<file path="src/rtl/traffic_pkg.sv">
// Shared encodings and default interval lengths for the traffic-light interval timer.
package traffic_pkg;

  typedef enum logic [1:0] {
    INT_BASE = 2'b00,
    INT_EXT  = 2'b01,
    INT_YEL  = 2'b10,
    INT_RSVD = 2'b11
  } interval_e;

  typedef enum logic {
    ST_IDLE     = 1'b0,
    ST_COUNTING = 1'b1
  } state_e;

  localparam int DEF_BASE_SEC = 6;
  localparam int DEF_EXT_SEC  = 3;
  localparam int DEF_YEL_SEC  = 2;

  // A zero-length interval would never expire cleanly, so it is promoted to one second.
  function automatic logic [3:0] sanitize_seconds(input logic [3:0] value);
    return (value == 4'd0) ? 4'd1 : value;
  endfunction

endpackage

</file>
<file path="src/rtl/one_hz_divider.sv">
// Free-running divider producing a one-cycle tick every TICKS_PER_SEC clocks; clear restarts the second.
module one_hz_divider #(
  parameter int TICKS_PER_SEC = 100000000
) (
  input  logic clock,
  input  logic reset,
  input  logic clear,
  output logic tick
);

  localparam int            CW   = (TICKS_PER_SEC > 1) ? $clog2(TICKS_PER_SEC) : 1;
  localparam logic [CW-1:0] LAST = CW'(TICKS_PER_SEC - 1);

  logic [CW-1:0] count;

  // NOTE: sequential state uses non-blocking assignments so every register samples pre-edge values.
  always_ff @(posedge clock) begin
    if (reset || clear || count == LAST) count <= '0;
    else                                 count <= count + 1'b1;
  end

  assign tick = (count == LAST);

endmodule

</file>
<file path="src/rtl/traffic_timer.sv">
// Interval timer for the traffic-light FSM: loads a programmable number of seconds and pulses Expired at the end.
module traffic_timer
  import traffic_pkg::*;
#(
  parameter int TICKS_PER_SEC = 100000000,
  parameter int DEFAULT_BASE  = DEF_BASE_SEC,
  parameter int DEFAULT_EXT   = DEF_EXT_SEC,
  parameter int DEFAULT_YEL   = DEF_YEL_SEC
) (
  input  logic       clock,
  input  logic       reset,
  input  logic       Start_Timer,
  input  logic [1:0] Interval,
  input  logic       Reprogram,
  input  logic [1:0] Time_Parameter_Selector,
  input  logic [3:0] Time_Value,
  output logic       Expired,
  output logic [3:0] Remaining,
  output logic       One_Hz_Enable
);

  localparam logic [3:0] BASE_RESET = 4'(DEFAULT_BASE);
  localparam logic [3:0] EXT_RESET  = 4'(DEFAULT_EXT);
  localparam logic [3:0] YEL_RESET  = 4'(DEFAULT_YEL);

  state_e     state, state_next;
  logic [3:0] base_sec, ext_sec, yel_sec;
  logic [3:0] load_value, remaining_next;
  logic       expired_next;

  // Starting an interval also restarts the second, so the first second is full length.
  one_hz_divider #(
    .TICKS_PER_SEC(TICKS_PER_SEC)
  ) u_divider (
    .clock(clock),
    .reset(reset),
    .clear(Start_Timer),
    .tick (One_Hz_Enable)
  );

  // NOTE: these are three plain registers rather than a memory, so they take the reset like any other state.
  always_ff @(posedge clock) begin
    if (reset) begin
      base_sec <= BASE_RESET;
      ext_sec  <= EXT_RESET;
      yel_sec  <= YEL_RESET;
    end else if (Reprogram) begin
      case (interval_e'(Time_Parameter_Selector))
        INT_BASE: base_sec <= sanitize_seconds(Time_Value);
        INT_EXT:  ext_sec  <= sanitize_seconds(Time_Value);
        INT_YEL:  yel_sec  <= sanitize_seconds(Time_Value);
        default:  ;
      endcase
    end
  end

  // The reserved select falls back to the base interval.
  always_comb begin
    case (interval_e'(Interval))
      INT_EXT: load_value = ext_sec;
      INT_YEL: load_value = yel_sec;
      default: load_value = base_sec;
    endcase
  end

  // NOTE: every combinational output gets a default first so no latch is inferred.
  always_comb begin
    state_next     = state;
    remaining_next = Remaining;
    expired_next   = 1'b0;
    if (Start_Timer) begin
      state_next     = ST_COUNTING;
      remaining_next = load_value;
    end else if (state == ST_COUNTING && One_Hz_Enable) begin
      if (Remaining > 4'd1) begin
        remaining_next = Remaining - 4'd1;
      end else begin
        remaining_next = 4'd0;
        expired_next   = 1'b1;
        state_next     = ST_IDLE;
      end
    end
  end

  always_ff @(posedge clock) begin
    if (reset) begin
      state     <= ST_IDLE;
      Remaining <= 4'd0;
      Expired   <= 1'b0;
    end else begin
      state     <= state_next;
      Remaining <= remaining_next;
      Expired   <= expired_next;
    end
  end

endmodule

</file>
<file path="config.mk">
export PLATFORM = sky130hd
export DESIGN_NAME = traffic_timer
export DESIGN_NICKNAME = d
export VERILOG_FILES = /design/src/rtl/traffic_pkg.sv /design/src/rtl/one_hz_divider.sv /design/src/rtl/traffic_timer.sv
export SDC_FILE = /design/constraint.sdc
export NUM_CORES = 1
export LEC_CHECK = 0
export BUFFER_PORTS_ARGS = -buffer_cell sky130_fd_sc_hd__buf_2
export CORE_UTILIZATION = 35
export DETAILED_ROUTE_END_ITERATION = 7
export GPL_ROUTABILITY_DRIVEN = 0
export GPL_TIMING_DRIVEN = 0
export SETUP_SLACK_MARGIN = 0.05
export SLEW_MARGIN = 20
export SYNTH_ARGS = -nofsm -noshare
export SYNTH_HDL_FRONTEND = slang
export SYNTH_SLANG_ARGS = --single-unit
</file>
<file path="constraint.sdc">
create_clock -name clock -period 1.93 [get_ports clock]
set_clock_uncertainty 0.05 [all_clocks]
set_input_delay 0.2895 -clock clock [delete_from_list [all_inputs] [get_ports clock]]
set_output_delay 0.2895 -clock clock [all_outputs]
set_load 0.05 [all_outputs]
</file>
==> key figures, run 1 <==
Setup path
  – CP max FO: 6
  – Worst EP required: 2.12 ns
  – WP data arrival: 2.06 ns
  – WS Path Type: reg -> reg
  – Setup crit start kind: flip-flop
  – Crit. End Element: flip-flop
  – R2R Setup Slk: 0.06 ns

Logic synthesis
  – Register area share after synthesis: 41.14%
  – Mux share of post-synthesis cell area: 2.800%
  – Cell area after synthesis: 2190 µm²
  – Synth Area in Simple Gates: 28.51%
  – Compound-gate portion of the synthesized area: 16.00%
  – Top_reg_cell synth: dfxtp_1
  – Largest family of logic cells by synthesized area: simple AND/OR/NAND/NOR gates
  – Post-Syn Nets: 269
  – Async set or reset register ratio after synthesis: 0%
  – Synth cell types: 45
  – Synth warn: 0
  – Synth Area in XOR/XNOR: 4.800%
  – Synth Instances: 252
  – Synthesis-stage register bit count: 45
  – Number of synthesized flops with an enable pin: 0
  – Yosys top cell by area: dfxtp_1
  – Top-area cell type share of the netlist area: 41.14%
  – Synthesized area per cell: 8.689 µm²
  – Adder-Cell Fraction of Synth Area: 2.857%
  – Most area-consuming cells after synthesis: dfxtp_1 (41%), nor2_1 (4.8%), nand4_1 (3.7%), xor2_1 (3.6%), a21oi_1 (3.2%)

CTS
  – H-tree depth: 2
  – Total CTS buffers: 5
  – Max Buffers Root-to-Sink: 2
  – CTS Sinks: 45
  – Hold_buf cts: 0
  – Clk Latency, worst-skew pair: 0.30 ns
  – Clk pin slew, worst setup/hold paths: 0.09 ns
  – CTS root buf: clkbuf_8
  – CTS tree: yes

Global routing
  – Vias in the first global route: 1821
  – Initial antenna violation count: 0
  – First-pass GRT wire length: 8666 µm
  – GRT Util Overall: 17.33%
  – Overflow after GRT: 0
  – Largest net degree at the start of global routing: 15

Job
  – Max cap viols: 0

Route
  – DRC violations left: 0
  – DR pass1 iterations: 4
  – Routed wire length per instance: 14.18 µm
  – Routed Antenna Nets: 0
  – Drt total wl: 5175 µm
  – Via/cell ratio: 5.326
  – Initial DRC Count: 70
  – Via Count: 1944

Run status
  – Status: completed

STA
  – Worst Setup Slack, final: 0.06030 ns
  – Minimum clock period: 1.870 ns
  – Final TNS setup: 0 ns
  – Slew headroom: 33.30%
  – RSZ-0062 raised after global routing: true
  – Final hold vios: 0
  – Worst-Margin Slew: 0.9984 ns
  – Hold_ws: 0.1879 ns
  – Final Cycle Share: 96.88%
  – Final slew viol count: 0
  – Max Freq: 0.5348 GHz
  – Final setup viols: 0

Final layout
  – Layout area overhead: 29.83%
  – Commonest cells after routing, fill and taps aside: nor2_1 (27), dfxtp_1 (26), buf_4 (18)
  – Final nets: 306
  – Final Core Density: 47.45%
  – Fraction of layout cells with a size suffix above 1: 32.07%
  – Antenna cells: 0
  – Most common cell after layout, fill and taps aside: nor2_1

Placed design
  – Dpl ws: -0.5363 ns
  – PortBufs: 15
  – Post-DP HPWL: 3384 µm

Floorplan
  – Starting Density: 36.55%
  – Die W: 81.10 µm
  – Die height: 81.10 µm
  – Die area: 6576 µm²
  – Core box area: 5991 µm²
  – Ports: 18
  – Row count: 28

Min path
  – Min-Delay Path Class: in -> reg

Pwr
  – Total power per unit cell area: 663.5 nW/µm²
  – Leak: 0.9848 nW
  – VDD IR-drop max: 0.3403 mV
## logic make-up (layout without fill, tap and decap cells)
group,Yosys count,after routing
AO/OA/AOI/OAI,53,53
adder cells (fa/ha/maj),5,5
flip-flops,45,45
XOR/XNOR,12,12
buffers and inverters,19,57
multiplexers,6,6
AND/OR/NAND/NOR,112,112
## what timing repair did
item | CTS | global route
setup endpoints to repair | 31 | 31
gates resized for setup | 33 | 45
gates cloned | 0 | 0
endpoints found under the hold margin | 0 | 0
pin swaps | 6 | 20
buffers inserted | 12 | 5
## state kept, by name (all words and copies together) (netlist names)
| name | cells |
|---|---|
| u_divider.count | 27 |
| Remaining | 4 |
| base_sec | 4 |
| ext_sec | 4 |
| yel_sec | 4 |
| Expired | 1 |
| state | 1 |
## layout make-up
class | count | area [µm²]
Multi-Input combinational cell | 188 | 1373
Sequential cell | 45 | 942.2
Inverter | 7 | 26.28
Buffer | 10 | 71.32
Tap cell | 75 | 93.84
Timing Repair Buffer | 32 | 216.5
Clock inverter | 2 | 37.54
Fill cell | 564 | 3148
Clock buffer | 6 | 82.58
## cells in the mapped netlist (2+ instances only)
| cell | instances |
|---|---|
| or4_4 | 2 |
| a21oi_1 | 14 |
| buf_2 | 5 |
| nor3_1 | 4 |
| xnor2_1 | 3 |
| or4_1 | 5 |
| nor4_1 | 5 |
| and3_1 | 4 |
| a211oi_1 | 2 |
| o21bai_1 | 2 |
| or3_1 | 8 |
| or2_2 | 2 |
| nand3_1 | 10 |
| nor4bb_1 | 2 |
| a311oi_1 | 3 |
| nor2b_1 | 4 |
| and4_1 | 3 |
| xor2_1 | 9 |
| dfxtp_1 | 45 |
| ha_1 | 5 |
| and2_1 | 3 |
| inv_1 | 7 |
| o211ai_1 | 3 |
| nor3b_1 | 2 |
| nand4_1 | 13 |
| a22oi_1 | 3 |
| o21ai_0 | 11 |
| nand2_1 | 13 |
| nor2_1 | 28 |
| o31ai_1 | 4 |
| mux2i_1 | 5 |
| clkbuf_1 | 6 |
| a211o_1 | 5 |
## per-stage QoR
step | instances | power [mW] | area (µm²)
global route | 365 | 1.972 | 2843
CTS | 362 | 1.906 | 2669
floorplan | 252 | 1.105 | 2197
detailed placement | 342 | 1.153 | 2366
global placement | 342 | 1.150 | 2366
finish | 365 | 1.886 | 2843
## metal layers
metal / share of wire, % / GRT usage, % / vias to the layer above
li1: - / - / 1010
met1: 50 / 23.63 / 898
met2: 45 / 26.30 / 30
met3: 3.7 / 3.820 / 6
met4: 1.3 / 6.964 / 0
met5: 0 / 0 / -
## critical path: stages (launching register included)
cell and delay, ns:
dfxtp_2 0.33, buf_6 0.11, nand4_1 0.08, or4_4 0.57
buf_6 0.15, or4_4 0.41, a21oi_2 0.12
## where the power goes
part / internal [mW] / switching, mW / leakage, nW
clock: 0.421 / 0.331 / 0.0574
sequential: 0.939 / 0.0170 / 0.377
combinational: 0.0697 / 0.108 / 0.551
total: 1.43 / 0.456 / 0.985
## path summary, 6_finish.rpt
| path | startpoint | endpoint | cells after the start |
|---|---|---|---|
| hold reg to reg | ext_sec[1] | ext_sec[1] | 1 |
| hold / removal | Time_Value[1] | yel_sec[1] | 2 |
| setup / recovery | u_divider.count[11] | u_divider.count[24] | 6 |
| setup reg to reg | u_divider.count[11] | u_divider.count[24] | 6 |
Note: power is estimated with default switching activity, not from simulation.
==> run 2, diff against run 1 <==
--- a/config.mk
+++ b/config.mk
@@ -10,6 +10,7 @@
 export DETAILED_ROUTE_END_ITERATION = 7
 export GPL_ROUTABILITY_DRIVEN = 0
 export GPL_TIMING_DRIVEN = 0
+export REMOVE_ABC_BUFFERS = 1
 export SETUP_SLACK_MARGIN = 0.05
 export SLEW_MARGIN = 20
 export SYNTH_ARGS = -nofsm -noshare
==> constraint.sdc (replaced) <==
create_clock -name clock -period 1.85 [get_ports clock]
set_clock_uncertainty 0.05 [all_clocks]
set_input_delay 0.2775 -clock clock [delete_from_list [all_inputs] [get_ports clock]]
set_output_delay 0.2775 -clock clock [all_outputs]
set_load 0.05 [all_outputs]
==> key figures, run 2 (synthesis gave the netlist of run 1 again) <==
CTS
  – CTS root buf: clkbuf_8
  – Max Buffers Root-to-Sink: 2
  – Clk pin slew, worst setup/hold paths: 0.08 ns
  – Clk Latency, worst-skew pair: 0.30 ns
  – CTS Sinks: 45
  – CTS tree: yes
  – H-tree depth: 2
  – Hold_buf cts: 0
  – Total CTS buffers: 5

Setup path
  – WP buf/inv: 1
  – Crit-path slowest cell: dfxtp_4
  – WS Path Type: reg -> out
  – CP max stage delay: 0.38 ns
  – WP data arrival: 1.51 ns
  – Setup crit start kind: flip-flop
  – Worst EP required: 1.52 ns
  – CP cell instances: nor4_4, nand3_2, nor2_2, buf_6
  – Delay-heaviest family, CP: simple AND/OR/NAND/NOR gates
  – Crit. End Element: output port
  – CP max FO: 6

STA
  – Worst-Margin Slew: 0.9812 ns
  – Max Freq: 0.5434 GHz
  – Slew headroom: 34.44%
  – Final setup viols: 0
  – RSZ-0062 raised after global routing: true
  – Final slew viol count: 0
  – Final TNS setup: 0 ns
  – Final hold vios: 0
  – Worst Setup Slack, final: 0.009843 ns
  – Minimum clock period: 1.840 ns
  – Final Cycle Share: 99.47%

Pwr
  – Clock network fraction of design power: 33.2%
  – Gate power share: 10.5%
  – VDD IR-drop max: 0.4197 mV
  – P_int: 1.323 mW
  – Switching part of the total: 25.32%
  – Flop pwr share: 56.2%
  – Leak: 0.9692 nW
  – Psw: 448.8 µW
  – Total power per unit cell area: 636.6 nW/µm²
  – Total power: 1.772 mW

Floorplan
  – Core box area: 5991 µm²
  – Ports: 18
  – Row count: 28
  – Die height: 81.10 µm
  – Die W: 81.10 µm
  – Starting Density: 36.55%
  – Die area: 6576 µm²

Final layout
  – Post-route cell area: 2784 µm²
  – Post-Layout Cell Count: 361
  – Layout area overhead: 27.14%
  – Fraction of layout cells with a size suffix above 1: 31.82%
  – Biggest register: u_divider.count
  – Final nets: 302
  – Commonest cells after routing, fill and taps aside: dfxtp_1 (27), nor2_1 (27), buf_2 (16)
  – Antenna cells: 0
  – Largest register FFs: 27

Route
  – Via/cell ratio: 5.640
  – DR pass1 iterations: 4
  – Routed Antenna Nets: 0
  – DRC violations left: 0
  – Routed wire length per instance: 14.76 µm
  – Drt total wl: 5329 µm
  – Initial DRC Count: 73
  – Via Count: 2036

Placed design
  – Placed Instances: 333
  – Cell Area, Placed: 2328 µm²
  – Post-DP HPWL: 3302 µm
  – PortBufs: 17
  – Dpl ws: -0.5467 ns

Global routing
  – Met2 usage: 29.50%
  – Met3 usage: 3.258%
  – GR Util met1: 19.95%
  – Overflow after GRT: 0
  – First-pass GRT wire length: 8466 µm
  – Largest net degree at the start of global routing: 20
  – Initial antenna violation count: 0
  – Vias in the first global route: 1873
  – Gr busiest metal: met2
  – GRT Util Overall: 16.95%

Min path
  – Min-Delay Path Class: in -> reg

Run status
  – Status: completed

Job
  – Max cap viols: 0
run 2: cell count changes in the layout (fill, tap and decap cells not counted), sizes merged:
cell and delta:
clkinvlp -1, clkbuf -3, bufinv -1, or4 +1
run 2: power by group through the flow:
stage          logic (mW)  clock network, mW  registers [mW]
2_1_floorplan      0.0949                  0            1.05
3_3_place_gp        0.169                  0            1.03
3_5_place_dp        0.175                  0            1.03
4_1_cts             0.181              0.608            1.00
5_1_grt             0.207              0.649            1.00
6_report            0.187              0.589           0.996
run 2: path summary, 6_finish.rpt:
kind,cells past startpoint,end,slack (ns),start
worst max-delay path,4,One_Hz_Enable,0.01,u_divider.count[8]
worst min-delay path,2,base_sec[1],0.19,Time_Value[1]
worst max register to register,6,u_divider.count[21],0.05,u_divider.count[17]
worst min register to register,1,u_divider.count[0],0.40,u_divider.count[0]
run 2: final cells by class:
cell class,count,area [µm²]
Fill cell,592,3207
Inverter,7,26.28
Multi-Input combinational cell,189,1363
Tap cell,75,93.84
Clock buffer,8,80.08
Timing Repair Buffer,37,280.3
Sequential cell,45,940.9
run 2: timing repair:
item	4_1_cts	5_1_grt
resized for setup	40	26
buffers inserted	15	4
gates cloned	1	0
pin swaps	17	9
setup endpoints to repair	33	21
run 2: per-stage QoR:
stage	hold WS (ns)	util, %
2_1_floorplan	0.2996	-
3_3_place_gp	0.3883	38.55
3_5_place_dp	0.3946	38.87
4_1_cts	0.1844	44.40
5_1_grt	0.2093	46.47
6_report	0.1909	46.47
run 2: routing by layer:
| layer | share of wire (%) | vias to the layer above |
|---|---|---|
| met5 | 0 | - |
| met3 | 3.1 | 11 |
| met1 | 45 | 981 |
| met4 | 2.1 | 0 |
| met2 | 50 | 41 |
| li1 | - | 1003 |
run 2: worst register-to-register path, stage by stage (launching register included):
cell,delay [ns]
dfxtp_4,0.38
nand4_1,0.13
buf_4,0.16
or4_4,0.53
buf_6,0.15
o31ai_2,0.20
a21oi_1,0.09
==> run 3, diff against run 2 <==
--- a/config.mk
+++ b/config.mk
@@ -6,10 +6,13 @@
 export NUM_CORES = 1
 export LEC_CHECK = 0
 export BUFFER_PORTS_ARGS = -buffer_cell sky130_fd_sc_hd__buf_2
+export CELL_PAD_IN_SITES_DETAIL_PLACEMENT = 1
+export CELL_PAD_IN_SITES_GLOBAL_PLACEMENT = 1
 export CORE_UTILIZATION = 35
 export DETAILED_ROUTE_END_ITERATION = 7
 export GPL_ROUTABILITY_DRIVEN = 0
 export GPL_TIMING_DRIVEN = 0
+export PLACE_DENSITY_LB_ADDON = 0.1
 export REMOVE_ABC_BUFFERS = 1
 export SETUP_SLACK_MARGIN = 0.05
 export SLEW_MARGIN = 20
==> key figures, run 3 (synthesis gave the netlist of run 1 again) <==
Route
  – DRC violations left: 0
  – Routed wire length per instance: 16.66 µm
  – Initial DRC Count: 72
  – Via/cell ratio: 5.670
  – Via Count: 2081
  – DR pass1 iterations: 4
  – Routed Antenna Nets: 0
  – Drt total wl: 6113 µm

Floorplan
  – Die area: 6576 µm²
  – Die height: 81.10 µm
  – Ports: 18
  – Row count: 28
  – Core box area: 5991 µm²
  – Die W: 81.10 µm
  – Starting Density: 36.55%

CTS
  – Hold_buf cts: 0
  – CTS tree: yes
  – CTS root buf: clkbuf_8
  – Total CTS buffers: 5
  – CTS Sinks: 45
  – H-tree depth: 2
  – Clk pin slew, worst setup/hold paths: 0.09 ns
  – Clk Latency, worst-skew pair: 0.29 ns
  – Max Buffers Root-to-Sink: 2

Final layout
  – Multi-input logic area: 1378 µm²
  – Storage element area: 940.9 µm²
  – Fraction of layout cells with a size suffix above 1: 32.88%
  – Fillcell total: 700
  – Final nets: 308
  – Layout area overhead: 29.60%
  – Antenna cells: 0
  – Commonest cells after routing, fill and taps aside: dfxtp_1 (27), nor2_1 (27), buf_4 (22)
  – Biggest register: u_divider.count
  – Largest register FFs: 27
  – Final Core Density: 47.37%

Placed design
  – Post-DP HPWL: 3774 µm
  – PortBufs: 17
  – Dpl ws: -0.7205 ns

Global routing
  – Vias in the first global route: 2038
  – Initial antenna violation count: 0
  – GRT Util Overall: 19.10%
  – Overflow after GRT: 0
  – First-pass GRT wire length: 9577 µm
  – Largest net degree at the start of global routing: 20

STA
  – Final slew viol count: 0
  – Worst-Margin Slew: 0.9970 ns
  – Hold_ws: 0.1962 ns
  – Final hold vios: 0
  – RSZ-0062 raised after global routing: true
  – Final setup viols: 0
  – Worst Setup Slack, final: 0.0004656 ns
  – Slew headroom: 33.39%
  – Max Freq: 0.5407 GHz
  – Minimum clock period: 1.850 ns
  – Final Cycle Share: 99.97%

Job
  – Max cap viols: 0

Setup path
  – Setup crit start kind: flip-flop
  – Crit path from: u_divider.count[1]
  – Worst EP required: 1.52 ns
  – Crit. End Element: output port
  – CP Capture Point: One_Hz_Enable
  – Cells on worst reg2reg path: 5
  – CP max FO: 3
  – Reg-to-reg startpoint: u_divider.count[9]
  – WP data arrival: 1.52 ns
  – R2R Path End: u_divider.count[20]
  – R2R Setup Slk: 0.02 ns
  – WS Path Type: reg -> out

Pwr
  – Total power: 1.787 mW
  – Total power per unit cell area: 629.6 nW/µm²
  – Flop pwr share: 55.9%
  – VDD IR-drop max: 0.3665 mV
  – Psw: 456.6 µW
  – Switching part of the total: 25.55%
  – Leak: 0.9890 nW
  – Clock network fraction of design power: 32.8%
  – P_int: 1.330 mW
  – Gate power share: 11.4%

Min path
  – Min-Delay Path Class: in -> reg

Run status
  – Status: completed
-- run 3: cell count changes in the layout (fill, tap and decap cells not counted), moves of 2 or more --
cell,delta
buf_4,+10
buf_6,-5
nor4_1,-2
nor4_2,+2
-- run 3: worst min path at each step --
stage                                  start  cells after the start            endpoint  slack, ns
after floorplan                        reset                      1               state       0.30
after global placement    u_divider.count[0]                      1  u_divider.count[0]       0.39
after detailed placement  u_divider.count[0]                      1  u_divider.count[0]       0.40
after CTS                      Time_Value[2]                      2         base_sec[2]       0.19
after global routing           Time_Value[2]                      2         base_sec[2]       0.19
final                          Time_Value[2]                      2         base_sec[2]       0.20
-- run 3: layout make-up --
type | instances | share of cell area (%)
clock buffer | 8 | 2.822
inverter | 7 | 0.9259
multi-input combinational | 189 | 48.54
sequential | 45 | 33.16
tap | 75 | 3.307
timing repair buffer | 43 | 11.24
-- run 3: layer usage --
layer / vias to the layer above / track usage [%] / share of wire (%)
li1: 1013 / - / -
met1: 1028 / 22.18 / 44
met2: 34 / 34.54 / 52
met3: 6 / 3.708 / 2.8
met4: 0 / 6.786 / 1.2
met5: - / 0 / 0
-- run 3: power groups by stage --
| stage | Sequential, mW | Combinational [mW] | Clock [mW] |
|---|---|---|---|
| 5_1_grt | 1.00 | 0.225 | 0.652 |
| 2_1_floorplan | 1.05 | 0.0949 | 0 |
| 6_report | 0.998 | 0.203 | 0.585 |
| 3_3_place_gp | 1.03 | 0.175 | 0 |
| 4_1_cts | 1.00 | 0.198 | 0.618 |
| 3_5_place_dp | 1.03 | 0.179 | 0 |
-- run 3: stage by stage --
stage,instance area [µm²],cells,setup TNS (ns)
5_1_grt,2838,367,-0.1195
6_report,2838,367,0
3_5_place_dp,2321,332,-18.60
2_1_floorplan,2131,240,-13.15
4_1_cts,2673,356,-0.02596
3_3_place_gp,2310,332,-40.41
-- run 3: worst max-delay path, stage by stage, from the launching register on --
cell and delay (ns):
dfxtp_2 0.36, ha_4 0.14, and3_4 0.18, nand4_1 0.11
buf_6 0.15, nor2_4 0.12, buf_6 0.17
-- run 3: what timing repair did --
item                       4_1_cts  5_1_grt
buffers inserted                15       11
gates cloned                     1        0
gates resized for setup         43       17
pin swaps                        9       13
setup endpoints to repair       33       28
